$ cat config.mk
export PLATFORM = sky130hd
export DESIGN_NAME = lfsr_seq
export DESIGN_NICKNAME = d
export VERILOG_FILES = /design/src/rtl/lfsr_pkg.sv /design/src/rtl/lfsr_step.sv /design/src/rtl/lfsr_seq.sv
export SDC_FILE = /design/constraint.sdc
export NUM_CORES = 1
export LEC_CHECK = 0
export BUFFER_PORTS_ARGS = -buffer_cell sky130_fd_sc_hd__clkbuf_2
export CORE_MARGIN = 3
export CORE_UTILIZATION = 55
export DETAILED_ROUTE_END_ITERATION = 8
export GPL_TIMING_DRIVEN = 0
export PLACE_DENSITY_LB_ADDON = 0.2
export SLEW_MARGIN = 30
export SYNTH_ARGS = -nofsm -noshare
export SYNTH_HDL_FRONTEND = slang
export SYNTH_HIERARCHICAL = 1
export SYNTH_SLANG_ARGS = --single-unit
$ cat constraint.sdc
create_clock -name clk -period 2.46 [get_ports clk]
set_input_delay 0.123 -clock clk [delete_from_list [all_inputs] [get_ports clk]]
set_output_delay 0.123 -clock clk [all_outputs]
set_load 0.1 [all_outputs]
$ cat src/rtl/lfsr_pkg.sv
// Shared types and tap tables for the LFSR sequencer and its step function.
package lfsr_pkg;

    // Sequencer control states
    typedef enum logic [1:0] {
        IDLE,
        RUN,
        LOCK,
        HALT
    } lfsr_state_t;

    localparam int MAX_N = 16;

    // Fibonacci tap masks for maximal-length sequences; bit i selects tap i+1
    function automatic logic [MAX_N-1:0] taps(input int n);
        case (n)
            2:       taps = 16'h0003;
            3:       taps = 16'h0006;
            4:       taps = 16'h000C;
            5:       taps = 16'h0014;
            6:       taps = 16'h0030;
            7:       taps = 16'h0060;
            8:       taps = 16'h00B8;
            9:       taps = 16'h0110;
            10:      taps = 16'h0240;
            11:      taps = 16'h0500;
            12:      taps = 16'h0829;
            13:      taps = 16'h100D;
            14:      taps = 16'h2015;
            15:      taps = 16'h6000;
            16:      taps = 16'hD008;
            default: taps = '0;
        endcase
    endfunction

    // Reverses the low n bits of v; the Galois polynomial is the mirrored tap mask
    function automatic logic [MAX_N-1:0] bitrev(input logic [MAX_N-1:0] v, input int n);
        logic [MAX_N-1:0] r;
        r = '0;
        for (int j = 0; j < MAX_N; j++) begin
            if (j < n) begin
                r[j] = v[n-1-j];
            end
        end
        return r;
    endfunction

endpackage

$ cat src/rtl/lfsr_step.sv
// Combinational next-state function of the LFSR, Fibonacci or Galois form.
module lfsr_step
    import lfsr_pkg::*;
#(
    parameter int N      = 8,
    parameter bit GALOIS = 1'b0
) (
    input  logic [N-1:0] state,
    output logic [N-1:0] nxt
);

    localparam logic [MAX_N-1:0] TAPS_FULL  = taps(N);
    localparam logic [MAX_N-1:0] GPOLY_FULL = bitrev(TAPS_FULL, N);
    localparam logic [N-1:0]     TAP_MASK   = TAPS_FULL[N-1:0];
    localparam logic [N-1:0]     GPOLY      = GPOLY_FULL[N-1:0];

    // Fibonacci shifts in the parity of the tapped bits; Galois folds the
    // outgoing MSB back into the register through the mirrored polynomial
    always_comb begin
        if (GALOIS) begin
            nxt = {state[N-2:0], 1'b0} ^ (state[N-1] ? GPOLY : '0);
        end else begin
            nxt = {state[N-2:0], ^(state & TAP_MASK)};
        end
    end

endmodule

$ cat src/rtl/lfsr_seq.sv
// LFSR sequencer: seeded stepping, period measurement and zero-seed lock-up detection.
module lfsr_seq
    import lfsr_pkg::*;
#(
    parameter int N      = 8,
    parameter bit GALOIS = 1'b0
) (
    input  logic         clk,
    input  logic         reset,
    input  logic         load_seed,
    input  logic [N-1:0] seed_data,
    input  logic         enable,
    input  logic         one_shot,
    output logic [N-1:0] lfsr_data,
    output logic         lfsr_done,
    output logic         busy,
    output logic         lockup,
    output logic [N-1:0] period,
    output logic         period_valid
);

    generate
        if (N < 2 || N > MAX_N) begin : g_bad_width
            $error("lfsr_seq: N must be in the range 2..16");
        end
    endgenerate

    localparam logic [N-1:0] CNT_MAX = '1;

    lfsr_state_t  state;
    logic [N-1:0] shift_reg;
    logic [N-1:0] seed_q;
    logic [N-1:0] step_cnt;
    logic [N-1:0] nxt;
    logic         os_q;

    lfsr_step #(
        .N      (N),
        .GALOIS (GALOIS)
    ) u_step (
        .state (shift_reg),
        .nxt   (nxt)
    );

    assign lfsr_data = shift_reg;

    // Control FSM: a load always wins, RUN steps while enabled and closes a
    // period when the register comes back to the seed; busy/lockup are
    // registered alongside the state so every output comes from a flop
    always_ff @(posedge clk or negedge reset) begin
        if (!reset) begin
            state        <= IDLE;
            shift_reg    <= '0;
            seed_q       <= '0;
            step_cnt     <= '0;
            period       <= '0;
            os_q         <= 1'b0;
            lfsr_done    <= 1'b0;
            busy         <= 1'b0;
            lockup       <= 1'b0;
            period_valid <= 1'b0;
        end else begin
            lfsr_done <= 1'b0;
            if (load_seed) begin
                shift_reg    <= seed_data;
                seed_q       <= seed_data;
                os_q         <= one_shot;
                step_cnt     <= '0;
                period_valid <= 1'b0;
                if (seed_data == '0) begin
                    state  <= LOCK;
                    busy   <= 1'b0;
                    lockup <= 1'b1;
                end else begin
                    state  <= RUN;
                    busy   <= 1'b1;
                    lockup <= 1'b0;
                end
            end else if (state == RUN && enable) begin
                shift_reg <= nxt;
                if (nxt == seed_q) begin
                    lfsr_done    <= 1'b1;
                    period       <= (step_cnt == CNT_MAX) ? CNT_MAX : step_cnt + 1'b1;
                    period_valid <= 1'b1;
                    step_cnt     <= '0;
                    if (os_q) begin
                        state <= HALT;
                        busy  <= 1'b0;
                    end
                end else if (step_cnt != CNT_MAX) begin
                    step_cnt <= step_cnt + 1'b1;
                end
            end
        end
    end

endmodule

==> impl_metrics.json <==
{
  "outcome": "complete, no violations",
  "grt_setup_unrepaired": "no",
  "synth_seq_cells": 39,
  "syn_nets": 213,
  "yosys_warnings": 6,
  "via_count": 1614,
  "final_nets": 256,
  "area_growth_pct": 17.2,
  "clkLatencyLatePin_ns": 0.34,
  "port-buffer-count": 32,
  "synth_area_per_cell_um2": 10.0,
  "period_minus_slack_ns": 2.36,
  "grt_pass1_vias": 1496,
  "cts.sinks": 39,
  "layout-drive-gt1-share_pct": 28.4,
  "drt_iter0_markers": 118,
  "hold_violations": 0,
  "finalClockSkew_ns": 0.0146,
  "crit_arrival_ns": 2.59,
  "vias_per_cell": 5.58,
  "power_uw": 1490,
  "design_area_um2": 2330,
  "drc": 0,
  "vdd_ir_drop_max_uv": 367,
  "synth_area_leaders": "dfrtp_1 (49%), o21ai_0 (6.3%), mux2i_1 (5.0%), xnor2_1 (4.8%), nand2_1 (4.1%)",
  "power_frac_clock_pct": 22.7,
  "seq_area_frac_synth_pct": 49.0,
  "grt_max_degree": 40,
  "sw_frac_of_total_pct": 36.9,
  "path_clk_slew_ns": 0.12,
  "max_freq_mhz": 424,
  "seqCellArea_um2": 996,
  "nFillCells": 283,
  "htreeDepth": 2,
  "synth.largest_area_cell": "dfrtp_1",
  "min_path_type": "in -> reg",
  "cts_buffers": 5,
  "wirelength_um": 4230,
  "wl_per_cell_um": 14.6,
  "leakagePower_uw": 0.00109,
  "syn_area_um2": 1990,
  "setup_slack_ns": 0.0995,
  "p_per_area_nw_per_um2": 638,
  "p_int_uw": 940,
  "ant_nets": 0,
  "synth_top_area_share_pct": 49.0,
  "cts_tree": "yes",
  "maxCapViolCount": 0,
  "path_max_fanout": 10,
  "grt_use_total_pct": 20.9,
  "cts.path.max_buffers": 2,
  "max-slew-margin-rel_pct": 43.9,
  "multi_input_area_um2": 898,
  "dp_hpwl_um": 3010,
  "first_pass_iters": 4,
  "io_pins": 33,
  "dieArea_um2": 4380,
  "cp_data_required_time_ns": 2.69,
  "initial_utilization_pct": 58.3,
  "die_h_um": 66.2,
  "period_share_pct": 96.0,
  "overflow": 0,
  "finalSetupViolations": 0,
  "worstSetupPathType": "reg -> reg",
  "seq_power_share_pct": 48.4,
  "startpoint_type": "flip-flop",
  "grt_pass1_wl_um": 6910,
  "die_w_um": 66.2,
  "n_antenna_cell": 0,
  "placed_cell_area_um2": 2230,
  "end_kind": "flip-flop",
  "clockRootBuffer": "clkbuf_4",
  "synth.distinct_cells": 38,
  "p_sw_uw": 549,
  "place.gp.congestion": 0.872,
  "pwr-share-comb_pct": 28.8,
  "core-area_um2": 3420,
  "antenna_found_initial": 0,
  "syn_inst": 199,
  "pre_cts_slack_ns": -0.237,
  "final_util_pct": 68.3,
  "num_rows": 21,
  "slew_viol_final": 0,
  "tightest_slew_ns": 0.842
}
## final timing paths
check                        startpoint            to  slack, ns  cells after the start
max in group asynchronous         reset  lfsr_data[7]       1.43                      2
max reg2reg                lfsr_data[5]     period[3]        0.1                      7
min reg2reg                   period[7]     period[7]       0.52                      1
max                        lfsr_data[5]     period[3]        0.1                      7
min                        seed_data[4]  lfsr_data[4]       0.03                      3
min in group asynchronous         reset     seed_q[1]       0.40                      2
## synthesized netlist by cell type
library cell,number
a211oi_1,3
a21o_2,1
a21oi_1,7
a221oi_1,2
a31oi_1,1
and2_1,2
and3_1,2
and3b_1,1
and4_1,1
buf_1,1
buf_2,1
buf_4,7
clkbuf_1,5
dfrtp_1,39
ha_1,1
inv_1,12
mux2_2,7
mux2i_1,10
nand2_1,22
nand3_1,4
nand3b_1,1
nand4_1,1
nand4_2,2
nor2_1,6
nor3_1,4
nor4_1,3
nor4_4,1
o211ai_1,1
o21a_1,2
o21ai_0,25
o22ai_1,3
o2bb2ai_1,1
o31a_1,2
o32ai_1,1
or3_1,4
or4b_2,1
xnor2_1,11
xor2_1,1
## metal layers
metal / GRT usage [%] / routed length [um] / vias up
li1: - / - / 783
met1: 30.0 / 2040 / 783
met2: 31.0 / 1930 / 40
met3: 3.57 / 189 / 8
met4: 9.14 / 68 / 0
met5: 0 / 0 / -
## cell families after synthesis
kind of cell,Yosys count,synth area share (%)
buffers and inverters,26,6.28
multiplexers,17,8.99
flip-flops,39,49.0
XOR/XNOR,12,5.28
adder cells (fa/ha/maj),1,0.628
AO/OA/AOI/OAI,49,14.6
AND/OR/NAND/NOR,55,15.1
## final cells by class
class	instances	area share, %
clock buffers	7	2.36
flip-flops and latches	39	42.7
inverters	12	1.93
multi-input cells	134	38.5
plain buffers	14	3.43
repair buffers	36	8.37
well taps	46	2.47
clock inverters	1	0.215
## worst max-delay path, cell delays in order, from the launching register on
cell and delay [ns]:
dfrtp_4 0.52, xnor2_1 0.15, xnor2_1 0.26, xnor2_1 0.21, nand4_4 0.23, nor4_4 0.33, buf_4 0.21, mux2_2 0.34
## through the flow
stage | hold slack, ns | std cells | TNS [ns]
5_1_grt | 0.0223 | 289 | 0
3_5_place_dp | 0.316 | 277 | -1.40
6_report | 0.0278 | 289 | 0
3_3_place_gp | 0.315 | 277 | -1.21
4_1_cts | 0.00693 | 288 | 0
2_1_floorplan | -0.173 | 199 | -0.281
## cells in the final DEF (no fill, tap or decap), drive strengths merged, types with 2 or more instances in the layout
cell type and n:
a211oi 3, a21oi 7, a221oi 2, and2 2
and3 2, buf 12, clkbuf 43, dfrtp 39
dlygate4sd3 2, inv 12, mux2 7, mux2i 10
nand2 22, nand3 4, nand4 3, nor2 6
nor3 4, nor4 4, o21a 2, o21ai 25
o22ai 3, o31a 2, or3 4, xnor2 11
## power groups by stage
stage          Clock (uW)  Combinational, uW  Sequential, uW
2_1_floorplan           0                156             907
3_3_place_gp            0                414             732
3_5_place_dp            0                417             733
4_1_cts               353                420             721
5_1_grt               383                456             727
6_report              338                429             721
## registers in the layout (all words and copies together), names as in the netlist
register,flops
lockup,1
state,2
step_cnt,8
seed_q,8
period,8
lfsr_data,8
os_q,1
period_valid,1
busy,1
lfsr_done,1
## timing repair
item,CTS,global route
endpoints found under the setup margin,8,6
hold endpoints to repair,39,1
hold buffers,1,1
pin swaps,1,0
buffers inserted,2,0
gates resized for setup,0,1
Power figures use the tool's default switching activity.
